File: src/rtl/pipe_cpa_adder_pkg.sv
// Shared types and helpers for the pipelined carry-propagate adder.
// Holds the stage payload layout, inversion-mode encodings and the stage-count helper.
package pipe_cpa_adder_pkg;

    // Payload vectors are sized for the widest supported adder; narrower instances leave the top bits at zero.
    localparam int CPA_MAX_WIDTH = 128;

    typedef enum logic [1:0] {
        INV_NONE = 2'b00,
        INV_A    = 2'b01,
        INV_B    = 2'b10,
        INV_AB   = 2'b11
    } inv_mode_e;

    typedef struct packed {
        logic                     valid;
        logic                     carry;
        logic [CPA_MAX_WIDTH-1:0] a_rem;
        logic [CPA_MAX_WIDTH-1:0] b_rem;
        logic [CPA_MAX_WIDTH-1:0] sum;
    } cpa_stage_t;

    function automatic int cpa_stages(input int width, input int seg);
        return width / seg;
    endfunction

endpackage

File: src/rtl/pipe_cpa_adder_if.sv
// Handshake bus of the pipelined adder: operand input channel and result output channel.
interface pipe_cpa_adder_if #(
    parameter int WIDTH = 32
) ();

    logic             in_valid;
    logic             in_ready;
    logic [WIDTH-1:0] in_a;
    logic [WIDTH-1:0] in_b;
    logic             in_cin;
    logic [1:0]       in_inv;
    logic             out_valid;
    logic             out_ready;
    logic [WIDTH-1:0] out_sum;
    logic             out_cout;

    modport master (
        output in_valid, in_a, in_b, in_cin, in_inv, out_ready,
        input  in_ready, out_valid, out_sum, out_cout
    );

    modport slave (
        input  in_valid, in_a, in_b, in_cin, in_inv, out_ready,
        output in_ready, out_valid, out_sum, out_cout
    );

endinterface

File: src/rtl/pipe_cpa_stage.sv
// One SEG-bit slice of the carry chain: adds its segment plus the incoming carry and
// registers the result behind an elastic valid/ready handshake.
module pipe_cpa_stage
    import pipe_cpa_adder_pkg::*;
#(
    parameter int               WIDTH   = 32,
    parameter int               SEG     = 8,
    parameter int               STAGE   = 0,
    parameter logic [WIDTH-1:0] RST_SUM = '0
) (
    input  logic       clk,
    input  logic       rst,
    input  cpa_stage_t up_data,
    output logic       up_ready,
    output cpa_stage_t down_data,
    input  logic       down_ready
);

    localparam int LSB = STAGE * SEG;

    cpa_stage_t   q;
    cpa_stage_t   nxt;
    logic [SEG:0] seg_sum;

    assign seg_sum = {1'b0, up_data.a_rem[LSB +: SEG]}
                   + {1'b0, up_data.b_rem[LSB +: SEG]}
                   + {{SEG{1'b0}}, up_data.carry};

    always_comb begin
        nxt                = up_data;
        nxt.sum[LSB +: SEG] = seg_sum[SEG-1:0];
        nxt.carry          = seg_sum[SEG];
    end

    // The slot may be refilled when it is empty or its content is leaving this cycle.
    assign up_ready = !q.valid || down_ready;

    always_ff @(posedge clk) begin
        if (rst) begin
            q                  <= '0;
            q.sum[WIDTH-1:0]   <= RST_SUM;
        end else if (up_ready) begin
            if (up_data.valid) begin
                q <= nxt;
            end else begin
                q.valid <= 1'b0;
            end
        end
    end

    assign down_data = q;

endmodule

File: src/rtl/pipe_cpa_adder.sv
// Pipelined carry-propagate adder: normalises optionally inverted operands and ripples
// the carry through STAGES registered SEG-bit slices.
module pipe_cpa_adder
    import pipe_cpa_adder_pkg::*;
#(
    parameter int               WIDTH   = 32,
    parameter int               SEG     = 8,
    parameter logic [WIDTH-1:0] RST_SUM = '0
) (
    input  logic                 clk,
    input  logic                 rst,
    pipe_cpa_adder_if.slave      bus
);

    localparam int STAGES = cpa_stages(WIDTH, SEG);

    if (SEG < 1 || (WIDTH % SEG) != 0) begin : g_bad_seg
        $error("pipe_cpa_adder: WIDTH must be a non-zero multiple of SEG");
    end
    if (STAGES < 1 || WIDTH > CPA_MAX_WIDTH) begin : g_bad_width
        $error("pipe_cpa_adder: WIDTH out of range");
    end

    cpa_stage_t       head;
    cpa_stage_t       link  [STAGES+1];
    logic             ready [STAGES+1];
    logic [WIDTH-1:0] a_norm;
    logic [WIDTH-1:0] b_norm;

    assign a_norm = bus.in_a ^ {WIDTH{bus.in_inv[0]}};
    assign b_norm = bus.in_b ^ {WIDTH{bus.in_inv[1]}};

    always_comb begin
        head                   = '0;
        head.valid             = bus.in_valid && !rst;
        head.carry             = bus.in_cin;
        head.a_rem[WIDTH-1:0]  = a_norm;
        head.b_rem[WIDTH-1:0]  = b_norm;
    end

    assign link[0]       = head;
    assign ready[STAGES] = bus.out_ready;

    for (genvar k = 0; k < STAGES; k++) begin : g_stage
        pipe_cpa_stage #(
            .WIDTH   (WIDTH),
            .SEG     (SEG),
            .STAGE   (k),
            .RST_SUM (RST_SUM)
        ) u_stage (
            .clk        (clk),
            .rst        (rst),
            .up_data    (link[k]),
            .up_ready   (ready[k]),
            .down_data  (link[k+1]),
            .down_ready (ready[k+1])
        );
    end

    // Stage 0 would report ready while being cleared, so hold off the producer during reset.
    assign bus.in_ready  = ready[0] && !rst;
    assign bus.out_valid = link[STAGES].valid;
    assign bus.out_sum   = link[STAGES].sum[WIDTH-1:0];
    assign bus.out_cout  = link[STAGES].carry;

endmodule

File: src/flat_wrapper.sv
// flat-port wrapper written by rule: the top's interface ports become plain ports
module pipe_cpa_adder_flat import pipe_cpa_adder_pkg::*;
#(
    parameter int               WIDTH   = 32,
    parameter int               SEG     = 8,
    parameter logic [WIDTH-1:0] RST_SUM = '0
)
  (clk, rst, bus_in_valid, bus_in_a, bus_in_b, bus_in_cin, bus_in_inv, bus_out_ready, bus_in_ready, bus_out_valid, bus_out_sum, bus_out_cout);
  pipe_cpa_adder_if #(.WIDTH(WIDTH)) bus_i ();
  input  logic clk;
  input  logic rst;
  input wire logic [$bits(bus_i.in_valid)-1:0] bus_in_valid;
  input wire logic [$bits(bus_i.in_a)-1:0] bus_in_a;
  input wire logic [$bits(bus_i.in_b)-1:0] bus_in_b;
  input wire logic [$bits(bus_i.in_cin)-1:0] bus_in_cin;
  input wire logic [$bits(bus_i.in_inv)-1:0] bus_in_inv;
  input wire logic [$bits(bus_i.out_ready)-1:0] bus_out_ready;
  output wire logic [$bits(bus_i.in_ready)-1:0] bus_in_ready;
  output wire logic [$bits(bus_i.out_valid)-1:0] bus_out_valid;
  output wire logic [$bits(bus_i.out_sum)-1:0] bus_out_sum;
  output wire logic [$bits(bus_i.out_cout)-1:0] bus_out_cout;
  assign bus_i.in_valid = bus_in_valid;
  assign bus_i.in_a = bus_in_a;
  assign bus_i.in_b = bus_in_b;
  assign bus_i.in_cin = bus_in_cin;
  assign bus_i.in_inv = bus_in_inv;
  assign bus_i.out_ready = bus_out_ready;
  assign bus_in_ready = bus_i.in_ready;
  assign bus_out_valid = bus_i.out_valid;
  assign bus_out_sum = bus_i.out_sum;
  assign bus_out_cout = bus_i.out_cout;
  pipe_cpa_adder #(.WIDTH(WIDTH), .SEG(SEG), .RST_SUM(RST_SUM)) u_core (.clk(clk), .rst(rst), .bus(bus_i));
endmodule
File: config.mk
export PLATFORM = sky130hd
export DESIGN_NAME = pipe_cpa_adder_flat
export DESIGN_NICKNAME = d
export VERILOG_FILES = /design/src/rtl/pipe_cpa_adder_pkg.sv /design/src/rtl/pipe_cpa_adder_if.sv /design/src/rtl/pipe_cpa_stage.sv /design/src/rtl/pipe_cpa_adder.sv /design/src/flat_wrapper.sv
export SDC_FILE = /design/constraint.sdc
export NUM_CORES = 1
export LEC_CHECK = 0
export ABC_CLOCK_PERIOD_IN_PS = 3200
export CELL_PAD_IN_SITES_DETAIL_PLACEMENT = 0
export CELL_PAD_IN_SITES_GLOBAL_PLACEMENT = 1
export CORE_MARGIN = 2
export CORE_UTILIZATION = 41
export CTS_CLUSTER_SIZE = 10
export DETAILED_ROUTE_END_ITERATION = 10
export GPL_TIMING_DRIVEN = 0
export HOLD_SLACK_MARGIN = 0.12
export PLACE_DENSITY_LB_ADDON = 0.1
export SLEW_MARGIN = 20
export SYNTH_ARGS = -nofsm -noshare
export SYNTH_HDL_FRONTEND = slang
export SYNTH_SLANG_ARGS = --single-unit
File: constraint.sdc
create_clock -name clk -period 3.2 [get_ports clk]
set_input_delay 0.64 -clock clk [delete_from_list [all_inputs] [get_ports clk]]
set_output_delay 0.64 -clock clk [all_outputs]
set_load 0.05 [all_outputs]
==> impl_metrics.ini, run 1 <==
[status]
run_status = completed

[die]
die_w_um = 144
row_count = 51
io_pins = 106
initial_core_util_pct = 41.6
die_area_sq_um = 20800
die_h_um = 144
design.core.area_sq_um = 19400

[layout]
final_cells = 1366
area_growth_pct = 23.9
layout.nets = 1195
final_core_util_pct = 51.5
fillers = 2041
diodes = 0
largest_register_ffs = 184
drive_gt1_share_pct = 5.45

[logic_synthesis]
synth-xor-area-share_pct = 7.71
ys_seq_elements = 184
synthArstFlopShare_pct = 0
synth_common_cells = 209 x nand2_1, 184 x dfxtp_1, 122 x a21oi_1
synth_area_leaders = dfxtp_1 46%, nand2_1 9.7%, a21oi_1 7.6%
ys_types = 48
yosys.area.top_type = dfxtp_1
synth_top_flop_cell = dfxtp_1
yosysSeqAreaShare_pct = 45.7
syn_area_sq_um = 8060
synth.area.mux_share_pct = 0.124
synth_top_family_by_area = simple AND/OR/NAND/NOR gates
synthCells = 966
synth-edff-count = 0
synth_fa_ha_area_share_pct = 6.33
avgSynthCellArea_sq_um = 8.35
synth_fp_nets = 1073
ys_warn_count = 0
synth_top_cell_area_share_pct = 45.7
post-synth-top-count-cell = nand2_1
synth-simple-area-share_pct = 18.2
synth_compound_area_share_pct = 17.5

[setup_path]
r2r_cells = 7
arrival_ps = 2380
critPathMaxFanout = 10
cp-end-kind = output port
reg2reg_to = u_core.g_stage[1].u_stage.down_data[384]
crit_buf_inv = 4
r2r_start = u_core.g_stage[0].u_stage.down_data[136]
path_cells = clkdlybuf4s50_1, clkbuf_2, buf_2, a21oi_1, clkdlybuf4s15_2
crit_path_max_incr_delay_ps = 560
cp-start-kind = input pin
criticalPathCategory = in -> out
cp_top_family = buffers and inverters
path_depth = 5
crit_required_ps = 2560
r2r_slack_ps = 770
slowest_stage = clkdlybuf4s50_1

[power]
p_leak_nw = 3.57
p_per_area_nw_per_um2 = 511
vdd.ir_drop.worst_mv = 0.340
power_w = 0.00510

[detailed_routing]
dr.pass1.iters = 4
drt_wl_total_mm = 20.2
drc = 0
drt_iter0_markers = 299
avgRoutedWirePerCell_um = 14.8
vias_per_cell = 4.87
ant_nets = 0
via_count = 6659

[global_routing]
grt_overflow = 0
grt_max_degree = 17
use_met3_pct = 3.28
met2_usage_pct = 31.8
grt_pass1_wl_mm = 32.3
busiest_layer = met2
grt.total_usage_pct = 20.2
first_global_vias = 6093
antenna_found_initial = 0
grt_use_met1_pct = 29.2

[sta]
tightest_slew_ps = 851
rsz0062_at_grt = no
finalSetupViolCount = 0
finalMaxSlewViolations = 0
setup_ws_ps = 182
fin_skew_ps = 10.2
min_period_ps = 3020
fin_crit_sh_pct = 94.3
hold-worst-slack_ps = 444
hold_viol_final = 0
fmax_ghz = 0.331
slew_headroom_pct = 43.3

[job]
maxCapViolations = 0

[cts]
root_buffer = clkbuf_16
ctsHoldBuffers = 0
postCtsSetupRepairBufs = 0
clk_latency_ps = 430
cts.reportedPaths.clkPinSlew_ps = 70
cts.path.max_buffers = 2
cts_tree = yes
cts_buffers = 17
cts_sinks = 184
h-tree-depth = 4

[min_path]
whs_path_depth = 2
hp-class = reg -> reg
whs_endpoint = u_core.g_stage[2].u_stage.down_data[12]
min_from = u_core.g_stage[1].u_stage.down_data[12]

[place]
pre_cts_ws_ps = -638
hpwl_mm = 15.8
place_inst = 1334
numPortBuffers = 103
gp_congestion = 0.818
-- metal layers --
layer,vias up,share of wire [%]
met5,-,0
met3,10,3.9
met1,3003,51
met2,130,44
li1,3516,-
met4,0,0.65
-- cells by family (layout without fill, tap and decap cells) --
kind of cell / count (synthesis) / after routing
multiplexers: 1 / 1
flip-flops: 184 / 184
AND/OR/NAND/NOR: 346 / 346
AO/OA/AOI/OAI: 243 / 243
adder cells (fa/ha/maj): 36 / 36
XOR/XNOR: 71 / 71
buffers and inverters: 85 / 220
-- where the power goes --
| group | internal (W) | total (W) | switching [W] | leakage [nW] |
|---|---|---|---|---|
| sequential | 0.00240 | 0.00248 | 0.0000759 | 1.50 |
| combinational | 0.000296 | 0.000646 | 0.000350 | 1.81 |
| clock | 0.00107 | 0.00198 | 0.000911 | 0.267 |
-- worst reg2reg max path, delay by kind of cell (launching register included) --
family,cells,cell delay (ps)
DFF,1,330
adders and majority gates,2,990
AOI/OAI and AO/OA,5,990
-- repair_timing --
item | 4_1_cts | 5_1_grt
pin swaps | 0 | 0
cloned | 0 | 0
endpoints found under the setup margin | 1 | 1
resized for setup | 4 | 2
-- area by class of cell --
class / count / area (sq um) / share of cell area [%]
multi-input combinational: 697 / 4020 / 40.3
sequential: 184 / 3680 / 36.9
timing repair buffer: 103 / 1030 / 10.3
clock buffer: 21 / 470 / 4.71
tap: 265 / 332 / 3.32
buffer: 67 / 293 / 2.93
clock inverter: 11 / 88.8 / 0.889
inverter: 18 / 67.6 / 0.676
-- cell usage in the layout, fill, tap and decap left out, types with 7 or more instances in the layout --
cell type	count
xor2_1	16
xnor2_1	55
a211oi_1	13
a21oi_1	122
nor2_1	39
dfxtp_1	184
ha_1	28
clkbuf_16	17
clkbuf_1	35
clkdlybuf4s50_1	102
fa_1	8
nor2b_1	7
buf_1	11
nand2_1	209
nand3_1	64
a211o_1	7
o21ai_0	66
buf_2	17
inv_1	18
-- stage by stage --
| step | cell area [sq um] | setup TNS, ps |
|---|---|---|
| 3_3_place_gp | 9430 | -663 |
| 3_5_place_dp | 9430 | -638 |
| 5_1_grt | 9990 | 0 |
| 4_1_cts | 9990 | 0 |
| 2_1_floorplan | 8060 | 0 |
| 6_report | 9990 | 0 |
-- how the worst max path moves through the flow --
stage	end	slack, ps	start
final	bus_in_ready	180	rst
after global routing	bus_in_ready	90	rst
after CTS	bus_in_ready	20	rst
after detailed placement	bus_in_ready	-640	rst
after global placement	bus_in_ready	-660	rst
after floorplan	u_core.g_stage[0].u_stage.down_data[384]	290	bus_in_inv[1]
Power figures use the tool's default switching activity.
==> inputs of run 2 (changes only) <==
CAP_MARGIN = 20   (was not set)
CORE_UTILIZATION = 43   (was 41)
CTS_BUF_LIST = sky130_fd_sc_hd__clkbuf_4 sky130_fd_sc_hd__clkbuf_8   (was not set)
CTS_CLUSTER_SIZE = 8   (was 10)
==> run 2 against run 1 <==
Hold slack better by 12 ps. Register-to-register slack worse by 20 ps. Sequential cell count unchanged. Die area down 4.5%. Final area down 2.0%. Via count down 1.6%. Utilization up 1.2 points. Global-route usage up 0.81 points. Largest power group unchanged. Critical path type unchanged. Count of clock-buffer cells in the layout down 2.
==> impl_metrics.ini, run 2 (synthesis results as in run 1) <==
[status]
run_status = completed

[global_routing]
first_global_vias = 6152
grt_pass1_wl_mm = 32.8
grt.total_usage_pct = 21.0
antenna_found_initial = 0
grt_overflow = 0
grt_max_degree = 17

[layout]
multi_input_area_sq_um = 4020
final_core_util_pct = 52.7
layout.nets = 1195
final_common_cell = nand2_1
drive_gt1_share_pct = 5.36
area_growth_pct = 21.4
largest_register_ffs = 184
final_cell_mix = 209 x nand2_1, 184 x dfxtp_1, 122 x a21oi_1
regArea_sq_um = 3680
final_cells = 1334
diodes = 0
fillers = 1922

[power]
p_leak_nw = 3.50
internal-power_w = 0.00344
vdd.ir_drop.worst_mv = 0.278
p_per_area_nw_per_um2 = 481
p_sw_w = 0.00128
sequentialPowerShare_pct = 52.5
clkPwrFrac_pct = 33.8
switching_share_pct = 27.1
p_comb_share_pct = 13.7

[setup_path]
criticalPathCategory = in -> out
cp-start-kind = input pin
critPathMaxFanout = 10
arrival_ps = 2410
crit_required_ps = 2560
cp-end-kind = output port

[cts]
cts_buffers = 17
cts_sinks = 184
cts.path.max_buffers = 2
cts_tree = yes
cts_resized = 2
ctsHoldBuffers = 0
root_buffer = clkbuf_8
clk_latency_ps = 470
postCtsSetupRepairBufs = 0
h-tree-depth = 4
cts.reportedPaths.clkPinSlew_ps = 90

[place]
gp_congestion = 0.810
place_inst = 1303
hpwl_mm = 15.6
pre_cts_ws_ps = -501
numPortBuffers = 103

[sta]
finalMaxSlewViolations = 0
setup_ws_ps = 145
finalSetupViolCount = 0
hold-worst-slack_ps = 456
fin_crit_sh_pct = 95.5
fmax_ghz = 0.327
final.setup.tns_ps = 0
min_period_ps = 3050
tightest_slew_ps = 951
slew_headroom_pct = 36.6
rsz0062_at_grt = no
fin_skew_ps = 12.9
hold_viol_final = 0

[min_path]
hp-class = reg -> reg

[detailed_routing]
dr.pass1.iters = 4
drc = 0
avgRoutedWirePerCell_um = 15.0
drt_wl_total_mm = 20.0
ant_nets = 0
via_count = 6550
drt_iter0_markers = 421
vias_per_cell = 4.91

[die]
design.core.area_sq_um = 18600
die_h_um = 141
io_pins = 106
die_w_um = 141
die_area_sq_um = 19900
row_count = 50
initial_core_util_pct = 43.4

[job]
maxCapViolations = 0
==> run 2: changes by cell type in the layout (fill, tap and decap cells not counted), sizes merged <==
cell / change
bufinv: +2
clkbuf: -2
clkdlybuf4s15: -1
clkinv: -2
dlygate4sd2: +1
inv: +1
==> run 2: final timing paths <==
path / start / to / slack, ps / cells after the start
worst min-delay path: u_core.g_stage[3].u_stage.down_data[8] / u_core.g_stage[3].u_stage.down_data[8] / 460 / 2
worst max-delay path: rst / bus_in_ready / 150 / 5
worst min register to register: u_core.g_stage[3].u_stage.down_data[8] / u_core.g_stage[3].u_stage.down_data[8] / 460 / 2
worst max register to register: u_core.g_stage[0].u_stage.down_data[136] / u_core.g_stage[1].u_stage.down_data[384] / 750 / 7
==> run 2: final cells by class <==
class	count	area share (%)
Timing Repair Buffer	103	10.5
Tap cell	234	2.99
Inverter	18	0.690
Clock buffer	19	2.67
Buffer	67	2.99
Clock inverter	12	1.43
Multi-Input combinational cell	697	41.1
Sequential cell	184	37.6
==> run 2: power by group through the flow <==
stage               combinational (W)  clock [W]  sequential [W]
finish                       0.000645    0.00159         0.00247
global route                 0.000727    0.00172         0.00249
CTS                          0.000650    0.00163         0.00247
detailed placement           0.000647          0         0.00253
global placement             0.000644          0         0.00253
floorplan                    0.000421          0         0.00250
==> run 2: through the flow <==
stage	area [sq um]	power, W
2_1_floorplan	8060	0.00292
3_3_place_gp	9390	0.00317
3_5_place_dp	9390	0.00317
4_1_cts	9790	0.00476
5_1_grt	9790	0.00494
6_report	9790	0.00471
==> run 2: per-layer routing <==
| layer | share of wire [%] | global-route usage, % | vias to the layer above |
|---|---|---|---|
| met5 | 0 | 0 | - |
| met4 | 1.5 | 6.26 | 0 |
| met3 | 3.9 | 3.70 | 21 |
| met2 | 43 | 32.3 | 133 |
| met1 | 51 | 30.4 | 2883 |
| li1 | - | - | 3513 |
==> run 2: worst max-delay path, stage by stage <==
cell	delay, ps
clkdlybuf4s50_1	520
clkbuf_2	240
buf_2	250
a21oi_1	200
dlygate4sd2_1	550
==> inputs of run 3 (changes only) <==
CORE_UTILIZATION = 41   (was 43)
CTS_BUF_LIST = sky130_fd_sc_hd__clkbuf_16   (was sky130_fd_sc_hd__clkbuf_4 sky130_fd_sc_hd__clkbuf_8)
==> run 3 against run 2 <==
Hold slack lost 13 ps. Fmax is 1.2% higher. Clock power rose by 19%. Clock skew down 5.2 ps. Sequential cell count did not move. Die area grew 4.7%. Combinational power is essentially flat. Setup slack gained 36 ps. Utilization fell by 1.4 points. Sequential power about the same. Critical endpoint unchanged. Highest routed layer unchanged.
==> impl_metrics.ini, run 3 (synthesis results as in run 1) <==
[place]
gp_congestion = 0.818
dpl_cell_area_sq_um = 9430
pre_cts_ws_ps = -638
hpwl_mm = 15.8
numPortBuffers = 103

[sta]
min_period_ps = 3020
final.setup.tns_ps = 0
fin_skew_ps = 7.64
finalMaxSlewViolations = 0
hold-worst-slack_ps = 444
hold_viol_final = 0
setup_ws_ps = 181
tightest_slew_ps = 873
finalSetupViolCount = 0
slew_headroom_pct = 41.8
rsz0062_at_grt = no
fmax_ghz = 0.331
fin_crit_sh_pct = 94.3

[die]
design.core.area_sq_um = 19400
io_pins = 106
die_h_um = 144
initial_core_util_pct = 41.6
die_area_sq_um = 20800
row_count = 51
die_w_um = 144

[power]
p_leak_nw = 3.56
vdd.ir_drop.worst_mv = 0.349
p_per_area_nw_per_um2 = 504

[detailed_routing]
via_count = 6674
drt_wl_total_mm = 20.2
dr.pass1.iters = 4
vias_per_cell = 4.89
ant_nets = 0
drc = 0
avgRoutedWirePerCell_um = 14.8
drt_iter0_markers = 298

[layout]
final_cell_area_sq_um = 9960
largest_register_ffs = 184
final_common_cell = nand2_1
final_cell_mix = 209 x nand2_1, 184 x dfxtp_1, 122 x a21oi_1
layout.nets = 1195
area_growth_pct = 23.5
drive_gt1_share_pct = 5.18
diodes = 0

[cts]
cts_tree = yes
cts.path.max_buffers = 2
cts_sinks = 184
cts_resized = 4
ctsHoldBuffers = 0
cts.reportedPaths.clkPinSlew_ps = 70
root_buffer = clkbuf_16
cts_buffers = 17
clk_latency_ps = 430
postCtsSetupRepairBufs = 0
h-tree-depth = 4

[setup_path]
arrival_ps = 2380
cp-start-kind = input pin
r2r_slack_ps = 780
slowest_stage = clkdlybuf4s50_1
critPathMaxFanout = 10
reg2reg_to = u_core.g_stage[1].u_stage.down_data[384]
cp_top_family = buffers and inverters
path_cells = clkdlybuf4s50_1, clkbuf_2, buf_2, a21oi_1, clkdlybuf4s15_2
criticalPathCategory = in -> out
crit_buf_inv = 4
crit_required_ps = 2560
cp-end-kind = output port
crit_path_max_incr_delay_ps = 560
r2r_start = u_core.g_stage[0].u_stage.down_data[136]
r2r_cells = 7

[global_routing]
grt_pass1_wl_mm = 32.4
grt.total_usage_pct = 20.3
antenna_found_initial = 0
grt_max_degree = 17
first_global_vias = 6096
grt_overflow = 0

[min_path]
whs_path_depth = 2
min_from = u_core.g_stage[1].u_stage.down_data[12]
whs_endpoint = u_core.g_stage[2].u_stage.down_data[12]
hp-class = reg -> reg

[job]
maxCapViolations = 0

[status]
run_status = completed
-- run 3: cell types whose count changed in the layout (fill, tap and decap cells not counted), sizes merged --
| cell | change |
|---|---|
| clkdlybuf4s15 | +1 |
| clkinv | +5 |
| clkbuf | -2 |
| dlygate4sd2 | -1 |
| bufinv | -2 |
-- run 3: worst max path at each step --
stage | slack, ps | cells past startpoint | from | end
2_1_floorplan | 290 | 11 | bus_in_inv[1] | u_core.g_stage[0].u_stage.down_data[384]
3_5_place_dp | -640 | 5 | rst | bus_in_ready
4_1_cts | 20 | 5 | rst | bus_in_ready
3_3_place_gp | -660 | 5 | rst | bus_in_ready
6_report | 180 | 5 | rst | bus_in_ready
5_1_grt | 90 | 5 | rst | bus_in_ready
-- run 3: report_power, final --
part,switching [W],internal (W),leakage (nW)
combinational,0.000349,0.000296,1.81
sequential,0.0000758,0.00240,1.50
clock,0.000911,0.000991,0.254
total,0.00134,0.00369,3.56
-- run 3: layout make-up --
cell class / count / area (sq um)
fillers: 2041 / 9440
multi-input cells: 697 / 4020
flip-flops and latches: 184 / 3680
repair buffers: 103 / 1030
clock buffers: 17 / 425
well taps: 265 / 332
plain buffers: 67 / 293
clock inverters: 15 / 104
inverters: 18 / 67.6
-- run 3: routing by layer --
layer  vias up  wire length [um]  share of wire, %  track usage (%)
li1       3511                 -                 -                -
met1      3006             10200                51             29.3
met2       141              8950                44             31.8
met3        16               866               4.3             3.28
met4         0               192              0.95             4.80
met5         -                 0                 0                0
-- run 3: per-stage QoR --
stage,instances,power [W],util [%]
floorplan,966,0.00292,-
global placement,1334,0.00317,48.6
detailed placement,1334,0.00318,48.6
CTS,1366,0.00507,51.3
global route,1366,0.00525,51.3
finish,1366,0.00502,51.3
-- run 3: worst reg2reg max path, delay by kind of cell (launching register included) --
kind                     cells  cell delay (ps)
AO/OA/AOI/OAI                5              990
flip-flops                   1              330
adder cells (fa/ha/maj)      2              990
